--- src/rtl/regbank16_16b_wr_pkg.sv ---
// Shared widths, FSM encoding and helpers for the 16x16 register bank.
package regbank16_16b_wr_pkg;

  localparam int unsigned W_DATA    = 16;
  localparam int unsigned W_ENTRIES = 16;
  localparam int unsigned W_SEL     = 4;
  localparam int unsigned W_LEN     = W_SEL + 1;
  localparam int unsigned W_TOTAL   = W_ENTRIES * W_DATA;

  // Largest burst the bank can take in one go: one pass over every entry.
  localparam logic [W_LEN-1:0] LEN_MAX = 5'd16;
  localparam logic [W_LEN-1:0] LEN_ONE = 5'd1;
  localparam logic [W_LEN-1:0] LEN_ZERO = 5'd0;

  typedef enum logic [0:0] {
    ST_IDLE  = 1'b0,
    ST_BURST = 1'b1
  } state_t;

  // Requests longer than the bank wrap onto already-written entries, so cap them.
  function automatic logic [W_LEN-1:0] clamp_len(input logic [W_LEN-1:0] len);
    logic [W_LEN-1:0] res;
    if (len > LEN_MAX) begin
      res = LEN_MAX;
    end else begin
      res = len;
    end
    return res;
  endfunction

endpackage

--- src/rtl/regbank16_16b_wr_if.sv ---
// Write/burst bus of the register bank; master drives requests, slave is the bank.
interface regbank16_16b_wr_if;
  import regbank16_16b_wr_pkg::*;

  logic               wr_en;
  logic [W_SEL-1:0]   wr_idx;
  logic [W_DATA-1:0]  wr_data;
  logic               burst_start;
  logic [W_SEL-1:0]   burst_base;
  logic [W_LEN-1:0]   burst_len;
  logic               burst_valid;
  logic [W_DATA-1:0]  burst_data;
  logic               burst_ready;
  logic               burst_done;
  logic               busy;

  modport master (
    output wr_en, wr_idx, wr_data,
    output burst_start, burst_base, burst_len, burst_valid, burst_data,
    input  burst_ready, burst_done, busy
  );

  modport slave (
    input  wr_en, wr_idx, wr_data,
    input  burst_start, burst_base, burst_len, burst_valid, burst_data,
    output burst_ready, burst_done, busy
  );

endinterface

--- src/rtl/regbank16_16b_wr_dec4_16.sv ---
// 4-bit index plus enable to 16-bit one-hot write-enable decoder.
module dec4_16 (
  input  logic        en,
  input  logic [3:0]  idx,
  output logic [15:0] onehot
);

  // One-hot decode, all zero when not enabled.
  always_comb begin
    onehot = 16'h0000;
    if (en) begin
      onehot[idx] = 1'b1;
    end else begin
      onehot = 16'h0000;
    end
  end

endmodule

--- src/rtl/regbank16_16b_wr.sv ---
// 16-entry x 16-bit register bank with single-word writes and a sequential burst fill.
module regbank16_16b_wr
  import regbank16_16b_wr_pkg::*;
#(
  parameter int wData    = 16,
  parameter int wEntries = 16,
  parameter int wSel     = 4,
  parameter int wTotal   = 256
) (
  input  logic                clk,
  input  logic                rst,
  regbank16_16b_wr_if.slave   bus,
  output logic [wTotal-1:0]   Out
);

  state_t             state;
  state_t             state_next;
  logic [wSel-1:0]    ptr;
  logic [wSel:0]      remaining;
  logic [wData-1:0]   entries [wEntries];
  logic               done_q;

  logic               beat_accept;
  logic               last_beat;
  logic               burst_arm;
  logic               dec_en;
  logic [wSel-1:0]    sel_idx;
  logic [wData-1:0]   sel_data;
  logic [15:0]        we_onehot;

  // Handshake qualifiers derived from the current state and inputs.
  always_comb begin
    beat_accept = 1'b0;
    burst_arm   = 1'b0;
    if (state == ST_BURST) begin
      beat_accept = bus.burst_valid;
    end else begin
      burst_arm = bus.burst_start && (bus.burst_len != LEN_ZERO);
    end
    last_beat = beat_accept && (remaining == LEN_ONE);
  end

  // Shared decoder input: single-write path in IDLE, burst pointer in BURST.
  always_comb begin
    sel_idx  = bus.wr_idx;
    sel_data = bus.wr_data;
    dec_en   = 1'b0;
    if (state == ST_BURST) begin
      sel_idx  = ptr;
      sel_data = bus.burst_data;
      dec_en   = beat_accept;
    end else begin
      sel_idx  = bus.wr_idx;
      sel_data = bus.wr_data;
      dec_en   = bus.wr_en;
    end
  end

  dec4_16 u_dec (
    .en     (dec_en),
    .idx    (sel_idx),
    .onehot (we_onehot)
  );

  // FSM state register.
  always_ff @(posedge clk) begin
    if (rst) begin
      state <= ST_IDLE;
    end else begin
      state <= state_next;
    end
  end

  // FSM next-state logic.
  always_comb begin
    state_next = state;
    case (state)
      ST_IDLE: begin
        if (burst_arm) begin
          state_next = ST_BURST;
        end else begin
          state_next = ST_IDLE;
        end
      end
      ST_BURST: begin
        if (last_beat) begin
          state_next = ST_IDLE;
        end else begin
          state_next = ST_BURST;
        end
      end
      default: state_next = ST_IDLE;
    endcase
  end

  // FSM outputs: burst handshake is open only while in BURST.
  always_comb begin
    bus.burst_ready = 1'b0;
    bus.busy        = 1'b0;
    case (state)
      ST_IDLE: begin
        bus.burst_ready = 1'b0;
        bus.busy        = 1'b0;
      end
      ST_BURST: begin
        bus.burst_ready = 1'b1;
        bus.busy        = 1'b1;
      end
      default: begin
        bus.burst_ready = 1'b0;
        bus.busy        = 1'b0;
      end
    endcase
  end

  // Burst pointer, beat counter and the registered completion pulse.
  always_ff @(posedge clk) begin
    if (rst) begin
      ptr       <= '0;
      remaining <= '0;
      done_q    <= 1'b0;
    end else begin
      done_q <= last_beat;
      if (burst_arm) begin
        ptr       <= bus.burst_base;
        remaining <= clamp_len(bus.burst_len);
      end else if (beat_accept) begin
        ptr       <= ptr + wSel'(1'b1);
        remaining <= remaining - (wSel + 1)'(1'b1);
      end else begin
        ptr       <= ptr;
        remaining <= remaining;
      end
    end
  end

  assign bus.burst_done = done_q;

  // Entry storage: one decoded entry per edge, all cleared on reset.
  always_ff @(posedge clk) begin
    for (int k = 0; k < wEntries; k++) begin
      if (rst) begin
        entries[k] <= '0;
      end else if (we_onehot[k]) begin
        entries[k] <= sel_data;
      end else begin
        entries[k] <= entries[k];
      end
    end
  end

  // Flatten the bank, entry 0 in the least significant bits.
  always_comb begin
    Out = '0;
    for (int k = 0; k < wEntries; k++) begin
      Out[k*wData +: wData] = entries[k];
    end
  end

endmodule

--- src/flat_wrapper.sv ---
// flat-port wrapper written by rule: the top's interface ports become plain ports
module regbank16_16b_wr_flat import regbank16_16b_wr_pkg::*;
#(
  parameter int wData    = 16,
  parameter int wEntries = 16,
  parameter int wSel     = 4,
  parameter int wTotal   = 256
)
  (clk, rst, Out, bus_wr_en, bus_wr_idx, bus_wr_data, bus_burst_start, bus_burst_base, bus_burst_len, bus_burst_valid, bus_burst_data, bus_burst_ready, bus_burst_done, bus_busy);
  regbank16_16b_wr_if bus_i ();
  input  logic clk;
  input  logic rst;
  output logic [wTotal-1:0] Out;
  input wire logic [$bits(bus_i.wr_en)-1:0] bus_wr_en;
  input wire logic [$bits(bus_i.wr_idx)-1:0] bus_wr_idx;
  input wire logic [$bits(bus_i.wr_data)-1:0] bus_wr_data;
  input wire logic [$bits(bus_i.burst_start)-1:0] bus_burst_start;
  input wire logic [$bits(bus_i.burst_base)-1:0] bus_burst_base;
  input wire logic [$bits(bus_i.burst_len)-1:0] bus_burst_len;
  input wire logic [$bits(bus_i.burst_valid)-1:0] bus_burst_valid;
  input wire logic [$bits(bus_i.burst_data)-1:0] bus_burst_data;
  output wire logic [$bits(bus_i.burst_ready)-1:0] bus_burst_ready;
  output wire logic [$bits(bus_i.burst_done)-1:0] bus_burst_done;
  output wire logic [$bits(bus_i.busy)-1:0] bus_busy;
  assign bus_i.wr_en = bus_wr_en;
  assign bus_i.wr_idx = bus_wr_idx;
  assign bus_i.wr_data = bus_wr_data;
  assign bus_i.burst_start = bus_burst_start;
  assign bus_i.burst_base = bus_burst_base;
  assign bus_i.burst_len = bus_burst_len;
  assign bus_i.burst_valid = bus_burst_valid;
  assign bus_i.burst_data = bus_burst_data;
  assign bus_burst_ready = bus_i.burst_ready;
  assign bus_burst_done = bus_i.burst_done;
  assign bus_busy = bus_i.busy;
  regbank16_16b_wr #(.wData(wData), .wEntries(wEntries), .wSel(wSel), .wTotal(wTotal)) u_core (.clk(clk), .rst(rst), .bus(bus_i), .Out(Out));
endmodule
--- config.mk ---
export PLATFORM = sky130hd
export DESIGN_NAME = regbank16_16b_wr_flat
export DESIGN_NICKNAME = d
export VERILOG_FILES = /design/src/rtl/regbank16_16b_wr_pkg.sv /design/src/rtl/regbank16_16b_wr_if.sv /design/src/rtl/regbank16_16b_wr_dec4_16.sv /design/src/rtl/regbank16_16b_wr.sv /design/src/flat_wrapper.sv
export SDC_FILE = /design/constraint.sdc
export NUM_CORES = 1
export LEC_CHECK = 0
export ABC_AREA = 1
export BUFFER_PORTS_ARGS = -buffer_cell sky130_fd_sc_hd__buf_2
export CAP_MARGIN = 20
export CORE_ASPECT_RATIO = 0.9
export CORE_MARGIN = 2
export CORE_UTILIZATION = 42
export DETAILED_ROUTE_END_ITERATION = 8
export PLACE_DENSITY = 0.77
export SLEW_MARGIN = 5
export SYNTH_ARGS = -nofsm -noshare
export SYNTH_HDL_FRONTEND = slang
export SYNTH_SLANG_ARGS = --single-unit
export TNS_END_PERCENT = 100
--- constraint.sdc ---
create_clock -name clk -period 2.4 [get_ports clk]
set_input_delay 0 -clock clk [delete_from_list [all_inputs] [get_ports clk]]
set_output_delay 0 -clock clk [all_outputs]
set_load 0.02 [all_outputs]
==> flow_summary.yaml <==
outcome:
  outcome: "finished, final reports clean"
timing:
  whs_ps: 88.59
  layout_setup_ws_ps: 138.7
  worstMarginPinSlew_ps: 443.6
  finalSetupTns_ps: 0
  rsz0062_at_grt: "no"
  max_slew_margin: 0.7031
  finClkSkew_ps: 9.989
  setup_viol: 0
  fmax_mhz: 442.2
  final-max-slew-violation-count: 0
  hold_viol_final: 0
  period_share: 0.9422
  fin_crit_ps: 2261
grt:
  grt_max_degree: 21
  grt_pass1_wl_mm: 41.31
  grtUsageTotal: 0.2213
  grt_pass1_vias: 6903
  antenna_found_initial: 0
  overflow: 0
pwr:
  power.leakage_nw: 5.900
  total_power_mw: 10.89
  power_density_nw_per_um2: 819.8
  peakVddDrop_mv: 0.4258
yosys:
  ys.flop_type: "edfxtp_1"
  yosys.area.top_type_share: 0.7593
  synth_top_area_cell: "edfxtp_1"
  synth_edf_count: 256
  synth.avg_cell_area_um2: 13.03
  ys_warn_count: 0
  ys_ff_latch: 267
  async_flop_share: 0
  synth.top_cells.by_area: "edfxtp_1 76%, nor2_1 9.4%, nand2_1 4.2%"
  syn-num-nets: 830
  synth_area_um2: 10120
  synth_cells: 777
  synth_cell_type_count: 25
  ys_seq_area_frac: 0.7810
critical_path:
  crit_path_frequent_cell: "nand2_1"
  required_ps: 2670
  cp-start-kind: "register"
  slowest_delay_ps: 550
  rr_endpoint: "u_core.entries[1][102]$_SDFFCE_PN0P_"
  reg2reg_depth: 8
  cp_slowest_cell: "dlygate4sd3_1"
  crit_type: "register to register"
  path_cells: "inv_2, buf_4, nand2_1, nand2_1, dlygate4sd3_1, nand2_1, buf_4, nor2_1"
  cp_num_buf_inv: 4
  worstPathMaxFanout: 16
  r2r-start: "u_core.state$_SDFF_PP0_"
  rrSetupSlack_ps: 140
  crit_arrival_ps: 2540
  cp_top_family: "buffers and inverters"
  critical_path.endpoint_type: "register"
finish:
  final_util: 0.5643
  drive_above_1_share: 0.3657
  fillers: 1911
  final_common_cell: "buf_2"
  final_nets: 1194
  final_cell_mix: "308 x buf_2, 256 x edfxtp_1, 254 x nor2_1"
  diodes: 0
  synthToLayoutAreaGrowth_pct: 31.20
worst_hold_path:
  holdPathEnd: "u_core.entries[1][2]$_SDFFCE_PN0P_"
  hp-class: "input port to register"
  holdPathStages: 6
  worstHoldStart: "bus_wr_data[2]"
die:
  rows: 53
  coreArea_um2: 23540
  die_x_um: 167.7
  start_util: 0.4301
  die_height_um: 151.3
  pin_count: 309
  die_area_um2: 25370
placement:
  place_congestion: 0.8116
  dp_hpwl_mm: 19.61
  pre_cts_ws_ps: 207.5
  io_buffers: 308
clocking:
  cts_tree: "built"
  clock-root-buffer: "clkbuf_16"
  path_clk_slew_ps: 60
  cts_buffers: 27
  htree_levels: 1
  clk_path_buf_depth: 3
  clock_sinks: 267
  insertion_delay_ps: 540
job:
  drv_cap: 0
detailed_routing:
  viasPerCell: 4.937
  drt_iter0_markers: 668
  wl_per_cell_um: 19.73
  dr.pass1.iters: 5
  drc_errors: 0
  via_count: 7228
  ant_nets: 0
  drt-total-wl_mm: 28.88
==> cells in the mapped netlist (all sizes together) (2+ instances only) <==
| library cell | n |
|---|---|
| nand2 | 130 |
| nand4 | 5 |
| clkbuf | 13 |
| ha | 3 |
| o21ai | 7 |
| nand3 | 15 |
| edfxtp | 256 |
| a21oi | 8 |
| inv | 35 |
| nor3 | 2 |
| nor2 | 259 |
| buf | 29 |
| dfxtp | 11 |
| or2 | 2 |
==> worst max path at each step <==
stage | cells after the start | start | endpoint | slack (ps)
floorplan | 8 | u_core.state$_SDFF_PP0_ | u_core.entries[0][16]$_SDFFCE_PN0P_ | 60
global placement | 8 | u_core.state$_SDFF_PP0_ | u_core.entries[1][36]$_SDFFCE_PN0P_ | 290
detailed placement | 8 | u_core.state$_SDFF_PP0_ | u_core.entries[0][39]$_SDFFCE_PN0P_ | 210
CTS | 8 | u_core.state$_SDFF_PP0_ | u_core.entries[1][102]$_SDFFCE_PN0P_ | 30
global route | 8 | u_core.state$_SDFF_PP0_ | u_core.entries[1][103]$_SDFFCE_PN0P_ | 50
finish | 8 | u_core.state$_SDFF_PP0_ | u_core.entries[1][102]$_SDFFCE_PN0P_ | 140
==> flip-flops by register name, indices dropped and copies added (netlist names) <==
register	flops
u_core.bus.burst_done	1
u_core.entries	256
u_core.ptr	4
u_core.remaining	5
u_core.state	1
==> final cells by class <==
class,instances,area [µm²],share of cell area
Clock buffer,33,708.2,0.05331
Timing Repair Buffer,377,2140,0.1611
Tap cell,302,377.9,0.02844
Inverter,35,131.4,0.009890
Multi-Input combinational cell,433,1842,0.1386
Clock inverter,17,176.4,0.01328
Sequential cell,267,7909,0.5954
==> tightest hold or removal path, stage by stage <==
cell     delay (ps)
buf_2            80
nand2_1          40
nand2_1          50
nand2_1          40
buf_4           220
inv_1            80
==> report_power, final <==
part           internal [mW]  switching (mW)  leakage (nW)  total, mW
Combinational          0.361           0.920          2.72       1.28
Clock                   2.44            1.73         0.436       4.16
Sequential              5.35          0.0898          2.75       5.44
Total                   8.15            2.74          5.90       10.9
==> repair_timing <==
item                                   CTS  global route
resized for setup                        0             2
setup endpoints to repair                0            74
buffers inserted                         0             0
hold buffers                            22             0
endpoints found under the hold margin   19             0
==> routing by layer <==
metal  vias to the layer above  routed length (µm)  track usage
li1                       3322                   -            -
met1                      3458               11490       0.2888
met2                       393               13850       0.3693
met3                        55                2781      0.05722
met4                         0                 755      0.06565
met5                         -                   0            0
==> through the flow <==
step / cell area (µm²) / instances
after floorplan: 10120 / 777
after detailed placement: 12180 / 1392
after global placement: 12180 / 1392
after CTS: 13280 / 1464
final: 13280 / 1464
after global routing: 13280 / 1464
==> cell families (layout without fill, tap and decap cells) <==
family                     Yosys count  in the layout  share of synthesized area
xor gates and xnor gates             1              1                  0.0008652
buffers and inverters               77            462                    0.03732
DFF                                267            267                     0.7810
AOI/OAI and AO/OA                   15             15                   0.008156
and+or+nand+nor                    414            414                     0.1689
adders and majority gates            3              3                   0.003708
Note: power is estimated with default switching activity, not from simulation.
